### src/rtl/umi_pkg.sv
// UMI packet layout, command codes, AXI response codes and the read-bridge
// FSM state type shared by the AXI-lite to UMI read path.
package umi_pkg;

  localparam int UMI_W    = 256;
  localparam int CMD_LSB  = 0;
  localparam int CMD_MSB  = 7;
  localparam int DST_LSB  = 8;
  localparam int DST_MSB  = 71;
  localparam int SRC_LSB  = 72;
  localparam int SRC_MSB  = 135;
  localparam int DATA_LSB = 136;
  localparam int DATA_MSB = 255;

  localparam logic [7:0] CMD_READ_REQ  = 8'h01;
  localparam logic [7:0] CMD_READ_RESP = 8'h02;

  localparam logic [1:0] RESP_OKAY   = 2'b00;
  localparam logic [1:0] RESP_SLVERR = 2'b10;

  typedef enum logic [1:0] {
    ST_IDLE,
    ST_SEND,
    ST_WAIT,
    ST_RESP
  } state_t;

  // Read requests carry no payload, so the data field stays zero.
  function automatic logic [UMI_W-1:0] umi_pack_read_req(input logic [63:0] dst,
                                                         input logic [63:0] src);
    logic [UMI_W-1:0] pkt;
    pkt                   = '0;
    pkt[CMD_MSB:CMD_LSB]  = CMD_READ_REQ;
    pkt[DST_MSB:DST_LSB]  = dst;
    pkt[SRC_MSB:SRC_LSB]  = src;
    return pkt;
  endfunction

endpackage

### src/rtl/axil_umi_read_bridge.sv
// AXI-lite read-only slave: each AR becomes a UMI read request; the matching
// UMI response (or a timeout SLVERR) is returned on R. One read in flight.
module axil_umi_read_bridge
  import umi_pkg::*;
#(
  parameter int          ADDR_WIDTH = 32,
  parameter int          DATA_WIDTH = 32,
  parameter logic [63:0] SRC_ADDR   = 64'h0,
  parameter int          TIMEOUT    = 1024
) (
  input  logic                  clk,
  input  logic                  resetn,
  input  logic [ADDR_WIDTH-1:0] s_axil_araddr,
  input  logic [2:0]            s_axil_arprot,
  input  logic                  s_axil_arvalid,
  output logic                  s_axil_arready,
  output logic [DATA_WIDTH-1:0] s_axil_rdata,
  output logic [1:0]            s_axil_rresp,
  output logic                  s_axil_rvalid,
  input  logic                  s_axil_rready,
  output logic [UMI_W-1:0]      umi_packet_tx,
  output logic                  umi_valid_tx,
  input  logic                  umi_ready_tx,
  input  logic [UMI_W-1:0]      umi_packet_rx,
  input  logic                  umi_valid_rx,
  output logic                  umi_ready_rx,
  output logic [15:0]           drop_count,
  output logic                  busy
);

  localparam logic [31:0] TMO_LAST = (TIMEOUT == 0) ? 32'd0 : 32'(TIMEOUT - 1);

  state_t                  state_q;
  logic                    arready_q;
  logic                    rvalid_q;
  logic [DATA_WIDTH-1:0]   rdata_q;
  logic [1:0]              rresp_q;
  logic [UMI_W-1:0]        packet_tx_q;
  logic                    valid_tx_q;
  logic [15:0]             drop_count_q, drop_count_d;
  logic [31:0]             tmo_cnt_q, tmo_cnt_d;

  logic                    ready_rx;
  logic                    rx_accept;
  logic                    rx_match;
  logic                    tmo_hit;

  // Protection bits and the unused upper payload are intentionally ignored.
  logic unused_ok;
  assign unused_ok = &{1'b0, s_axil_arprot, umi_packet_rx};

  always_comb begin
    ready_rx  = (state_q == ST_IDLE) || (state_q == ST_WAIT);
    rx_accept = ready_rx && umi_valid_rx;
    rx_match  = rx_accept && (state_q == ST_WAIT)
                && (umi_packet_rx[CMD_MSB:CMD_LSB] == CMD_READ_RESP)
                && (umi_packet_rx[DST_MSB:DST_LSB] == SRC_ADDR);
    tmo_hit   = (TIMEOUT != 0) && (state_q == ST_WAIT) && (tmo_cnt_q == TMO_LAST);
  end

  // Every accepted packet that is not the awaited response is discarded.
  always_comb begin
    drop_count_d = drop_count_q;
    if (rx_accept && !rx_match && (drop_count_q != 16'hFFFF)) begin
      drop_count_d = drop_count_q + 16'd1;
    end
  end

  always_comb begin
    tmo_cnt_d = tmo_cnt_q;
    if ((state_q == ST_SEND) && umi_ready_tx) begin
      tmo_cnt_d = '0;
    end else if ((state_q == ST_WAIT) && !tmo_hit) begin
      tmo_cnt_d = tmo_cnt_q + 32'd1;
    end
  end

  always_ff @(posedge clk) begin
    if (!resetn) begin
      drop_count_q <= '0;
      tmo_cnt_q    <= '0;
    end else begin
      drop_count_q <= drop_count_d;
      tmo_cnt_q    <= tmo_cnt_d;
    end
  end

  always_ff @(posedge clk) begin
    if (!resetn) begin
      state_q     <= ST_IDLE;
      arready_q   <= 1'b0;
      rvalid_q    <= 1'b0;
      rdata_q     <= '0;
      rresp_q     <= RESP_OKAY;
      packet_tx_q <= '0;
      valid_tx_q  <= 1'b0;
    end else begin
      arready_q <= 1'b0;
      case (state_q)
        ST_IDLE: begin
          if (s_axil_arvalid) begin
            arready_q   <= 1'b1;
            packet_tx_q <= umi_pack_read_req(64'(s_axil_araddr), SRC_ADDR);
            valid_tx_q  <= 1'b1;
            state_q     <= ST_SEND;
          end
        end
        ST_SEND: begin
          if (umi_ready_tx) begin
            valid_tx_q <= 1'b0;
            state_q    <= ST_WAIT;
          end
        end
        ST_WAIT: begin
          // A response arriving on the timeout cycle still wins.
          if (rx_match) begin
            rdata_q  <= umi_packet_rx[DATA_LSB +: DATA_WIDTH];
            rresp_q  <= RESP_OKAY;
            rvalid_q <= 1'b1;
            state_q  <= ST_RESP;
          end else if (tmo_hit) begin
            rdata_q  <= '0;
            rresp_q  <= RESP_SLVERR;
            rvalid_q <= 1'b1;
            state_q  <= ST_RESP;
          end
        end
        ST_RESP: begin
          if (s_axil_rready) begin
            rvalid_q <= 1'b0;
            state_q  <= ST_IDLE;
          end
        end
        default: state_q <= ST_IDLE;
      endcase
    end
  end

  assign s_axil_arready = arready_q;
  assign s_axil_rdata   = rdata_q;
  assign s_axil_rresp   = rresp_q;
  assign s_axil_rvalid  = rvalid_q;
  assign umi_packet_tx  = packet_tx_q;
  assign umi_valid_tx   = valid_tx_q;
  assign umi_ready_rx   = ready_rx;
  assign drop_count     = drop_count_q;
  assign busy           = (state_q != ST_IDLE);

endmodule

### config.mk
export PLATFORM = sky130hd
export DESIGN_NAME = axil_umi_read_bridge
export DESIGN_NICKNAME = d
export VERILOG_FILES = /design/src/rtl/umi_pkg.sv /design/src/rtl/axil_umi_read_bridge.sv
export SDC_FILE = /design/constraint.sdc
export NUM_CORES = 1
export LEC_CHECK = 0
export BUFFER_PORTS_ARGS = -buffer_cell sky130_fd_sc_hd__buf_2
export CORE_AREA = 3 3 233 235
export CTS_CLUSTER_DIAMETER = 60
export CTS_CLUSTER_SIZE = 30
export DETAILED_ROUTE_END_ITERATION = 12
export DIE_AREA = 0 0 236 238
export PLACE_DENSITY_LB_ADDON = 0.25
export REMOVE_ABC_BUFFERS = 1
export SETUP_SLACK_MARGIN = 0.1
export SYNTH_ARGS = -nofsm -noshare
export SYNTH_HDL_FRONTEND = slang
export SYNTH_SLANG_ARGS = --single-unit
### constraint.sdc
create_clock -name clk -period 3.85 [get_ports clk]
set_input_delay 0.385 -clock clk [delete_from_list [all_inputs] [get_ports clk]]
set_output_delay 0.385 -clock clk [all_outputs]
set_load 0.01 [all_outputs]
* Yosys cells after proc, flatten, opt, wreduce, memory -nomap -nowiden *
Index checks and enable logic that the tools add are counted.

operators by class
  add/subtract/negate cells = 2
  equality and inequality tests = 10
  muxes and demuxes = 18
  bitwise logic cells = 1
  reduce and logical (&&, ||, !) cells = 25

operators by type and width
  operator                 count
  $logic_not A64 Y1        1
  $mux W32                 2
  $add A32 B1 Y32 const B  1
  $eq A32 B10 Y1 const B   1
  $add A16 B1 Y16 const B  1
  $ne A16 B16 Y1 const B   1
  $mux W2                  7
  $logic_and A1 B1 Y1      9
  $eq A8 B2 Y1 const B     1
  $pmux W2 S4              1
  $reduce_bool A2 Y1       4
  $mux W1                  6
  $ne A2 B2 Y1 const B     3
  $reduce_and A2 Y1        3
  $reduce_and A3 Y1        2
  $eq A2 B2 Y1 const B     2
  $pmux W1 S2              2
  $reduce_and A4 Y1        1
  $ne A3 B3 Y1 const B     1
  $eq A2 B1 Y1 const B     1
  $logic_not A1 Y1         2
  $logic_not A2 Y1         1
  $reduce_or A2 Y1         1
  $logic_or A1 B1 Y1       1
  $not A1 Y1               1

word-level totals
  bits in registers = 120
  bits of input ports = 297

* Logic depth before layout (Yosys ltp) *
  depth in word-level cells = 9
  mapped depth = 11
  gate-level depth less buffers = 8

* Least setup slack after synthesis *
OpenSTA, ideal clock, no wires.

  kind = flip-flop to flip-flop
  start = register state_q[0]
  end = register drop_count_q[13] (netlist: drop_count[13])
  data arrival time = 1972 ps
  setup slack = 1753 ps
  stages on the path, launching flop included = 11
  period minus slack after synthesis = 2097 ps
  path through = dfxtp_1 > inv_1 > ha_1 > buf_4 > nor4b_2 > nand4_1 > or4_4 > nor2_8 > buf_8 > nor4_2 > mux2i_1

between the ends
  word-level cells in the longest chain between the ends = 9
  elaborated cells between the ends (all ways) = 10
  those cells by class = eq/ne: 1; reduce/logical: 9

ends and longest elaborated chain
  element                                                  line                                                    source
  from (decl)                                              axil_umi_read_bridge.sv:33                              state_t state_q;
  from (signal assigned)                                   axil_umi_read_bridge.sv:90                              state_q <= ST_IDLE;
  from (signal assigned)                                   axil_umi_read_bridge.sv:105                             state_q <= ST_SEND;
  from (signal assigned)                                   axil_umi_read_bridge.sv:111                             state_q <= ST_WAIT;
  $eq A2 B2 Y1 / $logic_not A2 Y1 (equally long branches)  axil_umi_read_bridge.sv:53, axil_umi_read_bridge.sv:55
  $logic_or A1 B1 Y1                                       axil_umi_read_bridge.sv:53                              ready_rx = (state_q == ST_IDLE) || (state_q == ST_WAIT);
  $logic_and A1 B1 Y1                                      axil_umi_read_bridge.sv:54                              rx_accept = ready_rx && umi_valid_rx;
  $logic_and A1 B1 Y1                                      axil_umi_read_bridge.sv:55                              rx_match = rx_accept && (state_q == ST_WAIT)
  $logic_and A1 B1 Y1                                      axil_umi_read_bridge.sv:56                              && (umi_packet_rx[CMD_MSB:CMD_LSB] == CMD_READ_RESP)
  $logic_and A1 B1 Y1                                      axil_umi_read_bridge.sv:57                              && (umi_packet_rx[DST_MSB:DST_LSB] == SRC_ADDR);
  $logic_not A1 Y1                                         axil_umi_read_bridge.sv:64                              if (rx_accept && !rx_match && (drop_count_q != 16'hFFFF)) begin
  $logic_and A1 B1 Y1 (*) (2 in a row)                     axil_umi_read_bridge.sv:64
  to (signal assigned)                                     axil_umi_read_bridge.sv:83                              drop_count_q <= drop_count_d;
  to (decl)                                                axil_umi_read_bridge.sv:40                              logic [15:0] drop_count_q, drop_count_d;

Every way passes the cells marked *; elsewhere a longest branch is shown, timed or not.
A chain may end at the register's enable or synchronous reset.

* Worst setup path in the final report *
  start = register state_q[0]
  end = register rdata_q[9] (netlist: s_axil_rdata[9])

between the ends
  word-level cells in the longest chain between the ends = 8
  elaborated cells between the ends (all ways) = 11
  those cells by class = eq/ne: 1; mux: 1; reduce/logical: 9

ends and longest elaborated chain
  element                                                  line                         source
  $eq A2 B2 Y1 / $logic_not A2 Y1 (equally long branches)  -
  $logic_or A1 B1 Y1                                       axil_umi_read_bridge.sv:53
  $logic_and A1 B1 Y1                                      axil_umi_read_bridge.sv:54
  $logic_and A1 B1 Y1                                      axil_umi_read_bridge.sv:55
  $logic_and A1 B1 Y1                                      axil_umi_read_bridge.sv:56
  $logic_and A1 B1 Y1                                      axil_umi_read_bridge.sv:57
  $reduce_bool A2 Y1 (no line)                             -
  $reduce_and A2 Y1 (no line)                              -
  to (signal assigned)                                     axil_umi_read_bridge.sv:117  rdata_q <= umi_packet_rx[DATA_LSB +: DATA_WIDTH];
  to (decl)                                                axil_umi_read_bridge.sv:36   logic [DATA_WIDTH-1:0] rdata_q;

Several ways; a longest one is shown, not always the timed one.

==> reports/qor.yml <==
timing:
  report.final.slew_viol_count: 0
  rsz0062_at_grt: "no"
  setup_viol: 0
  worst_slack_ns: 0.945
  max_slew.worst_pin.slew_ns: 1.11
  finalSetupTns_ns: 0
  finalClockSkew_ns: 0.00901
  report.final.hold_viol_count: 0
  max_freq_mhz: 344
  finalCriticalPeriod_ns: 2.91
  fin_crit_sh: 0.755
  relSlewSlack: 0.259
critical_path:
  worst_ep_arrival_time_ns: 3.25
  setup.worst_path.end_class: "flip-flop"
  critPathMaxStageDelay_ns: 0.70
  path_delay_family: "simple AND/OR/NAND/NOR gates"
  start_kind: "flip-flop"
  crit_slowest_cell: "and3b_2"
  cp_num_buf_inv: 2
  crit_required_ns: 4.20
  path_max_fanout: 31
  crit_type: "flip-flop to flip-flop"
  path_cells: "inv_1, ha_1, o21a_1, nand4_1, nor2_1, and3b_2, buf_4, nand2_1, a21oi_1"
synth:
  synth_compound_area_frac: 0.0671
  synth_warnings: 0
  synthArstFlopShare: 0
  synth_cell_types: 51
  synth-seq-area-share: 0.335
  netlist_top_cells_count: "buf_4 (225), nand2_1 (136), dfxtp_1 (119)"
  syn_inst: 903
  synth_top_family_by_area: "buffers and inverters"
  synth_edf_count: 0
  yosysTopAreaCell: "dfxtp_1"
  synth.most_common_cell: "buf_4"
  synth-seq-cells: 119
  synthTopCellsByArea: "dfxtp_1 (34%), buf_4 (24%), nand2_1 (7.2%), a21oi_1 (4.9%), nor4_1 (4.0%)"
  syn_area_sq_mm: 0.00711
  synth.area.mux_share: 0.0183
  synth_fa_ha_area_frac: 0.0123
  synthFlopType: "dfxtp_1"
  synth_xor_area_frac: 0.0357
  synthSimpleGateAreaFrac: 0.265
  synth_top_area_frac: 0.335
  avgSynthCellArea_sq_um: 7.87
worst_hold_path:
  hold_path_class: "input port to flip-flop"
die:
  pin_count: 608
  start_util: 0.136
  fp.dieW_microns: 236
  die_h_microns: 238
  core_sq_mm: 0.0524
  rows: 84
  die_area_sq_mm: 0.0562
detailed_routing:
  firstDrtPassIters: 4
  via_per_inst: 3.36
  wl_per_cell_microns: 11.9
  wl_microns: 21600
  drtIter0Drc: 177
  drc: 0
  num_vias: 6118
  ant_nets: 0
placed_design:
  port_buffers: 228
  routabilityCongestion: 0.821
  place_ws_ns: 0.800
  placedInstanceArea_sq_mm: 0.00817
  hpwl_microns: 16300
layout:
  area_growth_syn_to_layout_pct: 23.2
  nNetsFinal: 1424
  drive_gt1_frac: 0.246
  finalInstanceArea_sq_mm: 0.00876
  fin_util: 0.167
job:
  drv_cap: 0
outcome:
  status: "completed"
cts:
  clk_latency_ns: 0.44
  cts_resized: 0
  htreeDepth: 4
  cts_sinks: 119
  cts_buffers: 17
  cts_hold_repair.buffers: 0
  clk_transition_reported_paths_ns: 0.06
  clockBufferDepth: 2
  cts_tree: "built"
  clockRootBuffer: "clkbuf_16"
  post_cts_buffers: 0
pwr:
  p_leak_nw: 3.67
  peakVddDrop_mv: 0.208
  p_per_area_mw_per_mm2: 423
  power_w: 0.00370
grt:
  grt_first_pass_wirelength_microns: 31900
  grt_max_degree: 48
  grt_pass1_vias: 5685
  antenna_found_initial: 2
  grt-ovfl-total: 0
  track_usage: 0.0733
## layout make-up
| cell class | instances | area (sq um) |
|---|---|---|
| Antenna cell | 1 | 2.50 |
| Clock buffer | 19 | 433 |
| Inverter | 11 | 41.3 |
| Multi-Input combinational cell | 734 | 3670 |
| Fill cell | 5986 | 43700 |
| Timing Repair Buffer | 237 | 1210 |
| Sequential cell | 119 | 2380 |
| Clock inverter | 13 | 156 |
| Tap cell | 688 | 861 |
## registers in the layout, summed over array words and instances (netlist names)
name and cells:
drop_count 16, s_axil_arready 1, s_axil_rdata 32, s_axil_rresp 1, s_axil_rvalid 1, state_q 2, tmo_cnt_q 32, umi_packet_tx 33
umi_valid_tx 1
## path summary, 6_finish.rpt
| check | from | to | slack [ns] | cells past startpoint |
|---|---|---|---|---|
| worst max-delay path | state_q[0] | s_axil_rdata[9] | 0.94 | 9 |
| worst min register to register | umi_packet_tx[16] | umi_packet_tx[16] | 0.45 | 2 |
| worst min-delay path | umi_packet_rx[157] | s_axil_rdata[21] | 0.19 | 3 |
| worst max register to register | state_q[0] | s_axil_rdata[9] | 0.94 | 9 |
## layout by cell type, fill, tap and decap left out, drive strengths merged, types with 2 or more instances in the layout
| cell | instances |
|---|---|
| clkbuf | 19 |
| a21oi | 70 |
| conb | 224 |
| a211oi | 3 |
| nor3b | 3 |
| a31oi | 2 |
| or3 | 3 |
| or4 | 3 |
| and3 | 3 |
| inv | 11 |
| buf | 237 |
| nand2 | 136 |
| nand3b | 2 |
| nor4 | 48 |
| bufinv | 3 |
| nand3 | 51 |
| clkinvlp | 5 |
| ha | 7 |
| nand4 | 19 |
| and2 | 2 |
| nor4b | 8 |
| xnor2 | 28 |
| o31ai | 2 |
| dfxtp | 119 |
| o21ai | 2 |
| nor3 | 27 |
| clkinv | 5 |
| or2 | 2 |
| o311ai | 2 |
| mux2i | 13 |
| nand2b | 16 |
| nor2 | 48 |
## metrics by stage
stage | std cells | hold slack (ns)
finish | 1822 | 0.188
global route | 1821 | 0.153
CTS | 1821 | 0.139
detailed placement | 1789 | 0.443
global placement | 1789 | 0.442
floorplan | 864 | 0.478
## cell families (layout without fill, tap and decap cells)
family	count (synthesis)	after routing
multiplexers	13	13
XOR/XNOR	29	29
AO/OA/AOI/OAI	87	87
buffers and inverters	273	280
adder cells (fa/ha/maj)	7	7
AND/OR/NAND/NOR	374	374
flip-flops	119	119
other	1	225
## worst register-to-register path, delay by kind of cell, from the launching register on
kind	cells	cell delay, ns
AND/OR/NAND/NOR	4	1.05
AO/OA/AOI/OAI	2	0.59
buffers and inverters	2	0.44
adder cells (fa/ha/maj)	1	0.42
flip-flops	1	0.33
## report_power, final
group          total (W)  leakage (nW)  switching, W  internal [W]
Combinational   0.000720          2.43      0.000490      0.000230
Clock            0.00163         0.275      0.000616       0.00101
Sequential       0.00136         0.964     0.0000451       0.00131
Total            0.00370          3.67       0.00115       0.00255
## routing by layer
layer / vias up / share of wire / GRT usage / wire, microns
met2: 293 / 0.49 / 0.125 / 10500
met1: 2734 / 0.40 / 0.0810 / 8640
met5: - / 0.00060 / 0 / 13
li1: 3061 / - / - / -
met3: 28 / 0.090 / 0.0288 / 1960
met4: 2 / 0.022 / 0.0315 / 486
No activity file was read; power rests on OpenSTA's default activity.
